===== src/rtl/serieller_addierer_steuerung.sv =====
// rtl/serieller_addierer_steuerung.sv - bit-serial adder controller driving one shared full-adder cell
// Optional feature: define SUBTRAKTION_EN to add the subtrahieren port (a - b via ~b plus carry 1).

module volladdierer (
  input  logic a,
  input  logic b,
  input  logic c,
  output logic summe,
  output logic uebertrag
);
  assign summe     = a ^ b ^ c;
  assign uebertrag = (a & b) | (a & c) | (b & c);
endmodule

module serieller_addierer_steuerung #(
  parameter int BREITE = 8
) (
  input  logic              clk,
  input  logic              rst_n,
  input  logic              start,
  input  logic [BREITE-1:0] a,
  input  logic [BREITE-1:0] b,
  input  logic              uebertrag_ein,
`ifdef SUBTRAKTION_EN
  input  logic              subtrahieren,
`endif
  output logic              bereit,
  output logic              fertig,
  output logic [BREITE-1:0] summe,
  output logic              uebertrag_aus
);
  localparam int ZW = (BREITE > 1) ? $clog2(BREITE) : 1;

  typedef enum logic [1:0] {LEER, RECHNEN, FERTIG} zustand_t;

  zustand_t          zustand;
  logic [BREITE-1:0] op_a;
  logic [BREITE-1:0] op_b;
  logic              uebertrag_reg;
  logic [ZW-1:0]     zaehler;
  logic [BREITE-1:0] b_lade;
  logic              c_lade;
  logic              fa_summe;
  logic              fa_uebertrag;

  // Subtraction reuses the adder: a + ~b + 1.
  always_comb begin
    b_lade = b;
    c_lade = uebertrag_ein;
`ifdef SUBTRAKTION_EN
    if (subtrahieren) begin
      b_lade = ~b;
      c_lade = 1'b1;
    end
`endif
  end

  volladdierer u_volladdierer (
    .a         (op_a[zaehler]),
    .b         (op_b[zaehler]),
    .c         (uebertrag_reg),
    .summe     (fa_summe),
    .uebertrag (fa_uebertrag)
  );

  always_ff @(posedge clk or negedge rst_n) begin
    if (!rst_n) begin
      zustand       <= LEER;
      bereit        <= 1'b1;
      fertig        <= 1'b0;
      summe         <= '0;
      uebertrag_aus <= 1'b0;
      op_a          <= '0;
      op_b          <= '0;
      uebertrag_reg <= 1'b0;
      zaehler       <= '0;
    end else begin
      case (zustand)
        LEER: begin
          if (start) begin
            op_a          <= a;
            op_b          <= b_lade;
            uebertrag_reg <= c_lade;
            zaehler       <= '0;
            summe         <= '0;
            uebertrag_aus <= 1'b0;
            bereit        <= 1'b0;
            zustand       <= RECHNEN;
          end
        end
        RECHNEN: begin
          summe[zaehler] <= fa_summe;
          uebertrag_reg  <= fa_uebertrag;
          zaehler        <= zaehler + ZW'(1);
          if (zaehler == ZW'(BREITE - 1)) begin
            uebertrag_aus <= fa_uebertrag;
            fertig        <= 1'b1;
            zustand       <= FERTIG;
          end
        end
        FERTIG: begin
          fertig  <= 1'b0;
          bereit  <= 1'b1;
          zustand <= LEER;
        end
        default: begin
          fertig  <= 1'b0;
          bereit  <= 1'b1;
          zustand <= LEER;
        end
      endcase
    end
  end
endmodule


===== config.mk =====
export PLATFORM = sky130hd
export DESIGN_NAME = serieller_addierer_steuerung
export DESIGN_NICKNAME = d
export VERILOG_FILES = /design/src/rtl/serieller_addierer_steuerung.sv
export SDC_FILE = /design/constraint.sdc
export NUM_CORES = 1
export LEC_CHECK = 0
export CAP_MARGIN = 15
export CORE_ASPECT_RATIO = 0.7
export CORE_UTILIZATION = 30
export DETAILED_ROUTE_END_ITERATION = 16
export PLACE_DENSITY = 0.49
export SLEW_MARGIN = 20
export SYNTH_ARGS = -nofsm -noshare
export SYNTH_HDL_FRONTEND = slang
export SYNTH_SLANG_ARGS = --single-unit

===== constraint.sdc =====
create_clock -name clk -period 3.1 [get_ports clk]
set_clock_uncertainty 0.2 [all_clocks]
set_input_delay 0.465 -clock clk [delete_from_list [all_inputs] [get_ports clk]]
set_output_delay 0.465 -clock clk [all_outputs]
set_load 0.03 [all_outputs]

==> results by group, run 1 <==
Status
  – Status: finished, final reports clean

Timing
  – Setup Viol. Count Final: 0
  – Relative slew slack: 59.8%
  – Worst hold slack: between 0.2 and 0.3 ns
  – Final Hold Vio Count: 0
  – Final Cycle Share: 90.9%
  – Setup repair after global routing missed its margin: false
  – Post-route minimum period: about 2.8 ns
  – Setup WS post-layout: approximately 0.28 ns
  – Final Slew Violations: 0
  – Fmax: roughly 0.36 GHz
  – Worst slew pin tran: ~0.60 ns
  – Setup TNS: 0 ns

Synth
  – Syn_area_per_cell: approximately 13 um^2
  – Synth warnings: 0
  – Seq/Total Area, Yosys: 53.2%
  – Largest area contributor in the netlist: dfrtp_1
  – Syn_nets: about 140
  – Synth unique cells: 30
  – Mapped Cells: between 100 and 150
  – Area contributors post-synth: dfrtp_1 51%, mux2_2 12%, mux4_2 5.8%
  – Synth Register Bits: 33
  – Post-synthesis cell area: ~0.0016 mm^2
  – Synth top area share: between 50% and 60%

CTS
  – Clock Tree Root: clkbuf_8
  – CTS Hold Buffers Added: 0
  – Clock Latency Late Sink: about 0.29 ns
  – CTS tree: built
  – Max Buffers Root-to-Sink: 2
  – CTS Sinks: 33
  – Setup Fix Bufs, Post-CTS: 0
  – Num CTS Buffers: 5
  – Reg clk slew, reported paths: approximately 0.070 ns
  – Cts repair resizes: 0
  – H-tree lvl count: 2

Setup path
  – CP peak stage delay: approximately 0.69 ns
  – Delay-heaviest family, CP: multiplexers
  – WP data required: between 3 and 4 ns
  – Setup CP Type: reg -> reg
  – CP max stage cell: dfrtp_1
  – Startpoint Class: flop
  – Worst-path maximum fanout: 15
  – WP buf/inv: 0
  – Element type at the critical path end: flop
  – CP Cell Sequence: mux4_2, mux2i_1, fa_1, or4_1, nand3_1
  – Crit path DAT: about 2.8 ns

Final layout
  – Core Util, Final: about two fifths
  – Total Nets Final: 176
  – Largest regs: op_a: 8 flops, op_b: 8 flops, summe: 8 flops
  – Design area: approximately 0.002 mm^2
  – Syn-to-layout area delta: 28.9%
  – Share of layout cells above drive strength 1: a little over a fifth
  – Finished Layout Cells: 222
  – Number of diodes: 0

Global route
  – Vias in the first global route: 1,040
  – Pin count of the biggest net entering global routing: 34
  – Gr usage total: around an eighth
  – Initial antenna violation count: 0
  – Overflow after GRT: 0
  – First-pass GRT wire length: roughly 5400 um

Drt
  – Met2 Wirelength: 1420 um
  – Length of routed met3 wiring: about 170 um
  – Number of DRC markers in iteration 0: 61
  – Via density: roughly 4.9
  – Antenna-violating nets left: 0
  – Avg WL per Cell: around 14 um
  – Met1 Wirelength: ~1600 um
  – DR DRC count: 0
  – Uppermost routed layer: met4
  – Via count: between 1,000 and 1,500
  – Drt pass-1 iters: 4
  – Post-Route WL: around 3200 um

Placed design
  – DP Area: around 0.0019 mm^2
  – Post-place setup slack: around 0.27 ns
  – GPL Wtd Cong: 0.706
  – Placed insts: roughly 210
  – Port bufs: 30
  – Placed wire-length estimate: approximately 2200 um

Power and ir drop
  – Power Dens Cells: just over 1000 mW/mm^2
  – Internal power component: 1.30 mW
  – Register share of total power: between 30% and 40%
  – Clock power frac: around 15%
  – VDD IR max: about 0.4 mV
  – Combinational Power Share: between 40% and 50%
  – Leakage: between 0.8 and 0.9 nW
  – Sw frac: about 38%
  – Power Total: around 2.1 mW
  – Sw power: between 0.7 and 0.8 mW

Die
  – Row count: 21
  – Area of the core: roughly 0.0049 mm^2
  – Die Area: approximately 0.0055 mm^2
  – Top-level I/O count: 31
  – Initial Utilization: between 30% and 40%
  – Die Y: a little over 60 um
  – Die width: between 80 and 90 um

Job
  – Max Cap Viol: 0

Min path
  – HP Class: reg -> reg
## layout by cell type (no fill, tap or decap), types with 3 or more instances in the layout
cell / instances
nor2_1: 3
o21ai_0: 4
nor3b_1: 5
mux2i_1: 3
a21oi_1: 3
nand2_1: 8
a22o_1: 5
mux4_2: 4
clkdlybuf4s50_1: 30
a22oi_1: 3
clkbuf_8: 5
dfrtp_1: 32
mux2_2: 16
buf_4: 4
ha_1: 3
o21bai_1: 5
## tightest hold or removal path: cells and delay by family, from the launching register on
family / cells / cell delay [ns]
flops: 1 / 0.37
simple gates: 2 / 0.13
## cells in the mapped netlist (all sizes together)
library cell	n
nand3	1
and2	1
a22oi	3
or4	1
and3	1
dfrtp	32
nand2b	2
nor3	2
and3b	1
o21ai	4
nor2	3
buf	7
mux4	4
dfstp	1
nor3b	6
inv	1
fa	1
nand2	8
nor2b	1
mux2i	3
a22o	5
o2bb2ai	1
mux2	16
o21bai	5
a211oi	1
a21oi	3
ha	3
o211ai	1
clkbuf	2
## cell type report
| class | instances | area [um^2] |
|---|---|---|
| tap | 69 | 86.3 |
| multi-input combinational | 77 | 674 |
| timing repair buffer | 34 | 330 |
| clock buffer | 6 | 72.6 |
| clock inverter | 2 | 10.0 |
| sequential | 33 | 827 |
| fill | 482 | 2880 |
| inverter | 1 | 3.75 |
## path summary, 6_finish.rpt
check	end	cells after the start	startpoint	slack, ns
max in group asynchronous	bereit	2	rst_n	2.00
hold reg to reg	bereit	2	bereit	0.29
min in group asynchronous	fertig	2	rst_n	0.37
hold / removal	bereit	2	bereit	0.29
setup reg to reg	summe[3]	5	zaehler[0]	0.28
setup / recovery	summe[3]	5	zaehler[0]	0.28
## cells by family (layout without fill, tap and decap cells)
group | count (synthesis) | after routing | share of synthesized area [%]
compound gates | 23 | 23 | 10.5
fa+ha+maj | 4 | 4 | 3.70
buf+inv | 10 | 43 | 3.78
flops | 33 | 33 | 53.2
mux | 23 | 23 | 19.3
simple gates | 27 | 27 | 9.57
## metal layers
| layer | GRT usage, % | vias up |
|---|---|---|
| met1 | 20.2 | 554 |
| met4 | 6.65 | 0 |
| met5 | 0 | - |
| li1 | - | 506 |
| met3 | 3.99 | 6 |
| met2 | 16.9 | 32 |
## power by group through the flow
stage	registers [mW]	logic, mW	clock network (mW)
CTS	0.814	0.972	0.326
finish	0.809	0.963	0.312
detailed placement	0.823	0.967	0
global route	0.850	1.06	0.344
floorplan	0.794	0.693	0
global placement	0.816	0.950	0
Power figures use the tool's default switching activity.
==> run 2: changes to the inputs <==
- CTS_CLUSTER_SIZE: unset -> 8
==> results of run 2 <==
Final layout, timing and power as in run 1 (identical DEF).
